[src/rtl/srl_deser_if.sv]
// Handshake bundle for srl_deser: serial bit stream in, parallel words out.
// The slave modport is the deserializer; master is the side that drives it.
interface srl_deser_if #(
    parameter int WIDTH = 8
);
    logic             in;
    logic             in_valid;
    logic             in_sof;
    logic             in_ready;
    logic [WIDTH-1:0] out;
    logic             out_valid;
    logic             out_ready;
    logic             misalign;

    modport master (
        output in, in_valid, in_sof, out_ready,
        input  in_ready, out, out_valid, misalign
    );

    modport slave (
        input  in, in_valid, in_sof, out_ready,
        output in_ready, out, out_valid, misalign
    );
endinterface

[src/rtl/srl_deser.sv]
// Serial-to-parallel deserializer with sof alignment, back-pressure and a misalign pulse.
// Define SRL_DESER_MSB_FIRST_EN to place the first received bit in out[WIDTH-1].
module srl_deser #(
    parameter int WIDTH = 8
) (
    input logic        clk,
    input logic        rst,
    srl_deser_if.slave bus
);
    localparam int            CW   = $clog2(WIDTH);
    localparam logic [CW-1:0] LAST = CW'(WIDTH - 1);

    logic [WIDTH-1:0] sh_q, sh_d;
    logic [CW-1:0]    cnt_q, cnt_d;
    logic             pend_q, pend_d;
    logic [WIDTH-1:0] out_q, out_d;
    logic             out_valid_q, out_valid_d;
    logic             misalign_q, misalign_d;

    logic             acc;
    logic             slot_free;
    logic [CW-1:0]    idx;
    logic [CW-1:0]    widx;
    logic [WIDTH-1:0] word;
    logic             complete;

    always_comb begin
        acc       = bus.in_valid & ~pend_q;
        slot_free = ~out_valid_q | bus.out_ready;
        idx       = bus.in_sof ? '0 : cnt_q;
`ifdef SRL_DESER_MSB_FIRST_EN
        widx      = LAST - idx;
`else
        widx      = idx;
`endif
        // Completed word must include the bit being written on this edge.
        word       = sh_q;
        word[widx] = bus.in;
        complete   = acc & (idx == LAST);

        sh_d        = sh_q;
        cnt_d       = cnt_q;
        pend_d      = pend_q;
        out_d       = out_q;
        out_valid_d = out_valid_q;
        misalign_d  = 1'b0;

        if (pend_q) begin
            // Input is stalled here; only the held word can move.
            if (slot_free) begin
                out_d       = sh_q;
                out_valid_d = 1'b1;
                pend_d      = 1'b0;
            end
        end else if (acc) begin
            sh_d       = word;
            cnt_d      = complete ? '0 : idx + CW'(1);
            misalign_d = bus.in_sof & (cnt_q != '0);
            if (complete) begin
                if (slot_free) begin
                    out_d       = word;
                    out_valid_d = 1'b1;
                end else begin
                    pend_d = 1'b1;
                end
            end else if (out_valid_q & bus.out_ready) begin
                out_valid_d = 1'b0;
            end
        end else if (out_valid_q & bus.out_ready) begin
            out_valid_d = 1'b0;
        end
    end

    always_ff @(posedge clk) begin
        if (rst) begin
            sh_q        <= '0;
            cnt_q       <= '0;
            pend_q      <= 1'b0;
            out_q       <= '0;
            out_valid_q <= 1'b0;
            misalign_q  <= 1'b0;
        end else begin
            sh_q        <= sh_d;
            cnt_q       <= cnt_d;
            pend_q      <= pend_d;
            out_q       <= out_d;
            out_valid_q <= out_valid_d;
            misalign_q  <= misalign_d;
        end
    end

    // in_ready comes straight from a flop so out_ready never reaches the source.
    assign bus.in_ready  = ~pend_q;
    assign bus.out       = out_q;
    assign bus.out_valid = out_valid_q;
    assign bus.misalign  = misalign_q;
endmodule

[src/flat_wrapper.sv]
// flat-port wrapper written by rule: the top's interface ports become plain ports
module srl_deser_flat 
#(
    parameter int WIDTH = 8
)
  (clk, rst, bus_in, bus_in_valid, bus_in_sof, bus_out_ready, bus_in_ready, bus_out, bus_out_valid, bus_misalign);
  srl_deser_if #(.WIDTH(WIDTH)) bus_i ();
  input logic clk;
  input logic rst;
  input wire logic [$bits(bus_i.in)-1:0] bus_in;
  input wire logic [$bits(bus_i.in_valid)-1:0] bus_in_valid;
  input wire logic [$bits(bus_i.in_sof)-1:0] bus_in_sof;
  input wire logic [$bits(bus_i.out_ready)-1:0] bus_out_ready;
  output wire logic [$bits(bus_i.in_ready)-1:0] bus_in_ready;
  output wire logic [$bits(bus_i.out)-1:0] bus_out;
  output wire logic [$bits(bus_i.out_valid)-1:0] bus_out_valid;
  output wire logic [$bits(bus_i.misalign)-1:0] bus_misalign;
  assign bus_i.in = bus_in;
  assign bus_i.in_valid = bus_in_valid;
  assign bus_i.in_sof = bus_in_sof;
  assign bus_i.out_ready = bus_out_ready;
  assign bus_in_ready = bus_i.in_ready;
  assign bus_out = bus_i.out;
  assign bus_out_valid = bus_i.out_valid;
  assign bus_misalign = bus_i.misalign;
  srl_deser #(.WIDTH(WIDTH)) u_core (.clk(clk), .rst(rst), .bus(bus_i));
endmodule
[config.mk]
export PLATFORM = sky130hd
export DESIGN_NAME = srl_deser_flat
export DESIGN_NICKNAME = d
export VERILOG_FILES = /design/src/rtl/srl_deser_if.sv /design/src/rtl/srl_deser.sv /design/src/flat_wrapper.sv
export SDC_FILE = /design/constraint.sdc
export NUM_CORES = 1
export LEC_CHECK = 0
export ABC_AREA = 1
export BUFFER_PORTS_ARGS = -buffer_cell sky130_fd_sc_hd__buf_2
export CAP_MARGIN = 40
export CORE_UTILIZATION = 55
export DETAILED_ROUTE_END_ITERATION = 12
export PLACE_DENSITY = 0.84
export SLEW_MARGIN = 20
export SYNTH_ARGS = -nofsm -noshare
export SYNTH_HDL_FRONTEND = slang
export SYNTH_SLANG_ARGS = --single-unit
[constraint.sdc]
create_clock -name clk -period 2.25 [get_ports clk]
set_clock_uncertainty 0.05 [all_clocks]
set_input_delay 0.225 -clock clk [delete_from_list [all_inputs] [get_ports clk]]
set_output_delay 0.225 -clock clk [all_outputs]
set_load 0.05 [all_outputs]
Word level (Yosys, flattened, before mapping)
Index checks and enable logic that the tools add are counted.

Memory bits (writable): 0. Bits in latches: 0. Output and inout bits: 11. Memories: 0. Logic and storage cells: 46. ROM bits: 0. Bits in registers: 22.

Shift-type cells: 0. Add/subtract/negate cells: 1. $mul: 0. $lt $le $gt $ge: 2. Multiplexer cells: 19. Eq/ne operators: 3. Divide/modulo/power cells: 0. Reductions and logical operators: 7. Bitwise gates (word level): 8.

Operators with widths (number): two-way mux 8 bit (5); two-way mux 1 bit (10); bitwise mux 8 bit (1); two-way mux 3 bit (2); AND 1 bit (4); less-than comparator 3 x 4 -> 1 bit, second input constant (1); != test 2 bit, second input constant (2); AND reduction 4 bit (1); nonzero test 2 bit (2); adder 3 x 1 -> 3 bit, second input constant (1); demux 1 bit (select 3 bit) (1); equality test 3 bit, second input constant (1); greater-or-equal comparator 3 x 1 -> 1 bit, second input constant (1); inverter 1 bit (3); nonzero test 3 bit (1); OR reduction 3 bit (1); AND reduction 2 bit (1); logical AND 1 bit (1); bitwise OR 1 bit (1).

Logic depth before layout (Yosys ltp)
Depth after elaboration: 10. Depth in mapped cells: 10. Gate-level depth less buffers: 10.

Worst setup path before layout
OpenSTA, ideal clock, no wires.

Path type: register -> register. From: register u_core.cnt_q[0]. To: register u_core.out_q[1] (netlist: u_core.bus.out[1]). Required time: 2.078 ns. Path slack: 0.669 ns. Arrival: 1.409 ns. Period minus slack after synthesis: 1.581 ns. Library setup time: 0.122 ns. Cell stages (with the launch flop): 11. Cell sequence: dfxtp_1 > inv_2 > nor2_4 > ha_1 > ha_1 > nand2_1 > nand2_2 > nand2_2 > inv_2 > o21ai_0 > a21oi_2.

Word-level cells in the longest chain between the ends: 10. Elaborated cells on any way between the ends: 15. Those cells by class: order compare: 2; eq/ne: 1; mux: 8; bitwise: 1; reduce/logical: 3.

RTL lines: start, declared (RTL line srl_deser.sv:14) `logic [CW-1:0] cnt_q, cnt_d;`; start signal, assigned (RTL line srl_deser.sv:84) `cnt_q <= cnt_d;`; two-way mux 3 bit (*) (RTL line srl_deser.sv:30) `idx = bus.in_sof ? '0 : cnt_q;`; less-than comparator 3 x 4 -> 1 bit (implied by the code) / greater-or-equal comparator 3 x 1 -> 1 bit (equally long branches) (RTL line srl_deser.sv:38) `word[widx] = bus.in;`; logical AND 1 bit (implied by the code) (RTL line srl_deser.sv:38); two-way mux 1 bit (implied by the code) (RTL line srl_deser.sv:38); demux 1 bit (select 3 bit); bitwise mux 8 bit (RTL line srl_deser.sv:38); two-way mux 8 bit (RTL line srl_deser.sv:60) `if (slot_free) begin`; two-way mux 8 bit (RTL line srl_deser.sv:59) `if (complete) begin`; two-way mux 8 bit (RTL line srl_deser.sv:55) `end else if (acc) begin`; two-way mux 8 bit (RTL line srl_deser.sv:48) `if (pend_q) begin`; end signal, assigned (RTL line srl_deser.sv:86) `out_q <= out_d;`; end, declared (RTL line srl_deser.sv:16) `logic [WIDTH-1:0] out_q, out_d;`.

Every way passes the cells marked *; elsewhere a longest branch is shown, timed or not. The select of a mux whose other input is x is not followed. A chain may end at the register's enable or synchronous reset.

Worst setup path after layout
From: register u_core.cnt_q[0]. To: register u_core.out_q[5] (netlist: u_core.bus.out[5]).

Same word-level chain as after synthesis.

==> results.sh <==
export IMPL_root_buffer="clkbuf_4"
export IMPL_io_pins=17
export IMPL_overflow=0
export IMPL_most_common_layout_cells="40 x nand2_1, 24 x a21oi_1, 22 x dfxtp_1, 21 x inv_1, 16 x buf_2"
export IMPL_clock_latency_ns=0.31
export IMPL_first_global_vias=962
export IMPL_rrSetupSlack_ns=0.35
export IMPL_syn_area_um2=1180
export IMPL_cts_hold_buf=0
export IMPL_synthDistinctLibCells=22
export IMPL_hold_class="input port to register"
export IMPL_pre_cts_ws_ns=0.431
export IMPL_place_area_um2=1250
export IMPL_fillCellCount=171
export IMPL_fin_ws_ns=0.346
export IMPL_tightestPinTransition_ns=0.498
export IMPL_mostFrequentLayoutCell="nand2_1"
export IMPL_final_cells=209
export IMPL_cts_setup_buffers=0
export IMPL_setup_viol=0
export IMPL_antenna_found_initial=0
export IMPL_rsz0062_at_grt="false"
export IMPL_die_x_um=48.3
export IMPL_start_util_pct=59.5
export IMPL_grt_max_degree=15
export IMPL_numCtsBuffers=3
export IMPL_fmax_mhz=525
export IMPL_crit_arrival_ns=2.12
export IMPL_routed_via_density=5.50
export IMPL_routed_wl_um=2560
export IMPL_portBuffers=16
export IMPL_fin_crit_ns=1.90
export IMPL_r2r_start="u_core.cnt_q[0]$_SDFFE_PP0P_"
export IMPL_whs_path_depth=4
export IMPL_clk_pin_slew_worst_paths_ns=0.13
export IMPL_synth_cells=166
export IMPL_routedWlPerCell_um=12.2
export IMPL_drc=0
export IMPL_start_kind="register"
export IMPL_die_h_um=48.3
export IMPL_rr_endpoint="u_core.bus.out[5]$_SDFFE_PP0P_"
export IMPL_synthesis_nets=174
export IMPL_first_pass_iters=4
export IMPL_num_vias=1150
export IMPL_holdPathEnd="u_core.pend_q$_SDFF_PP0_"
export IMPL_final_area_um2=1300
export IMPL_core_area_um2=1980
export IMPL_ant_nets=0
export IMPL_syn_avg_cell_area_um2=7.11
export IMPL_drv_cap=0
export IMPL_synth_warnings=0
export IMPL_critPathMaxFanout=9
export IMPL_dp_cells=205
export IMPL_layout_drive_gt1_share_pct=21.4
export IMPL_p_per_area_nw_per_um2=639
export IMPL_critical_path_required_ns=2.46
export IMPL_row_count=16
export IMPL_slew_headroom_pct=66.8
export IMPL_cts_tree="done"
export IMPL_fin_crit_sh_pct=84.6
export IMPL_die_area_um2=2330
export IMPL_grt_pass1_wl_um=4140
export IMPL_power_leakage_nw=0.667
export IMPL_outcome="completed"
export IMPL_hpwlAfterDp_um=1800
export IMPL_ys_ff_latch=22
export IMPL_cts_buffer_depth=2
export IMPL_area_growth_pct=10.2
export IMPL_setup_total_negative_slack_ns=0
export IMPL_drv_slew=0
export IMPL_worstSetupEndpointType="register"
export IMPL_clock_sinks=22
export IMPL_grt_usage_pct=23.0
export IMPL_critPathKind="register to register"
export IMPL_peakVddDrop_uv=526
export IMPL_fin_nets=191
export IMPL_seq_area_frac_synth_pct=37.3
export IMPL_ctsResizeCount=0
export IMPL_n_antenna_cell=0
export IMPL_worstHoldStart="bus_out_ready"
export IMPL_hold_viol_final=0
export IMPL_place_congestion=0.894
export IMPL_drt_iter0_markers=42
export IMPL_reg2reg_depth=10
export IMPL_htree_levels=1
registers in the layout (all words and copies together), names as in the netlist:
signal / count
u_core.bus.misalign: 1
u_core.bus.out: 8
u_core.bus.out_valid: 1
u_core.cnt_q: 3
u_core.pend_q: 1
u_core.sh_q: 8
synth_stat cells:
master	instances	area [um2]
a21oi_2	4	35.0
nand4_1	5	31.3
nand3_1	15	75.1
nor2_1	3	11.3
a21oi_1	24	120
dfxtp_1	22	440
nand2_1	40	150
buf_6	2	22.5
nor3_2	1	10.0
buf_1	1	3.75
ha_1	2	25.0
inv_2	6	22.5
o21ai_0	5	25.0
nor2_4	3	33.8
buf_12	1	20.0
a211oi_2	1	12.5
inv_1	21	78.8
nor3_1	1	5.00
o21ai_1	5	25.0
nand2_4	1	11.3
nand2_2	2	12.5
inv_6	1	8.76
layout make-up:
class / count / area (um2) / share of cell area (%)
Multi-Input combinational cell: 112 / 583 / 44.9
Clock buffer: 3 / 22.5 / 1.73
Clock inverter: 1 / 30.0 / 2.31
Timing Repair Buffer: 16 / 80.1 / 6.16
Tap cell: 27 / 33.8 / 2.60
Inverter: 28 / 110 / 8.47
Sequential cell: 22 / 440 / 33.9
layer usage:
| layer | vias to the layer above | wire length (um) | part of all wire [%] | track usage, % |
|---|---|---|---|---|
| met3 | 5 | 198 | 7.7 | 4.72 |
| met5 | - | 0 | 0 | 0 |
| li1 | 572 | - | - | - |
| met1 | 518 | 1100 | 43 | 27.1 |
| met4 | 0 | 45 | 1.8 | 11.3 |
| met2 | 55 | 1220 | 47 | 39.7 |
report_power, final:
part / switching [mW] / total (mW) / internal (mW)
clock network: 0.127 / 0.307 / 0.180
registers: 0.0114 / 0.416 / 0.404
logic: 0.0747 / 0.109 / 0.0341
total: 0.213 / 0.831 / 0.619
worst max-delay path, cell delays in order (launching register included):
cell and delay, ns:
dfxtp_1 0.47, inv_2 0.11, nor2_4 0.15, ha_1 0.17, ha_1 0.16, nand2_1 0.07
nand2_2 0.07, nand2_2 0.15, inv_2 0.18, o21ai_0 0.13, a21oi_2 0.13
kinds of logic after synthesis:
logic type / count (synthesis) / share of synthesized area [%]
buffers and inverters: 32 / 13.3
and+or+nand+nor: 71 / 28.8
adders and majority gates: 2 / 2.12
AOI/OAI and AO/OA: 39 / 18.5
DFF: 22 / 37.3
metrics by stage:
step	utilization [%]	total power [mW]	hold WS [ns]
6_report	65.6	0.831	0.149
5_1_grt	65.6	0.870	0.156
4_1_cts	65.6	0.832	0.147
3_5_place_dp	62.9	0.531	0.462
3_3_place_gp	62.9	0.527	0.458
2_1_floorplan	-	0.506	0.312
worst max path at each step:
stage                                       from                              to  depth (start not counted)
detailed placement  u_core.cnt_q[0]$_SDFFE_PP0P_  u_core.bus.out[5]$_SDFFE_PP0P_                         10
CTS                 u_core.cnt_q[0]$_SDFFE_PP0P_  u_core.bus.out[5]$_SDFFE_PP0P_                         10
finish              u_core.cnt_q[0]$_SDFFE_PP0P_  u_core.bus.out[5]$_SDFFE_PP0P_                         10
global route        u_core.cnt_q[0]$_SDFFE_PP0P_  u_core.bus.out[5]$_SDFFE_PP0P_                         10
floorplan           u_core.cnt_q[0]$_SDFFE_PP0P_  u_core.bus.out[1]$_SDFFE_PP0P_                         10
global placement    u_core.cnt_q[0]$_SDFFE_PP0P_  u_core.bus.out[5]$_SDFFE_PP0P_                         10
No activity file was read; power rests on OpenSTA's default activity.
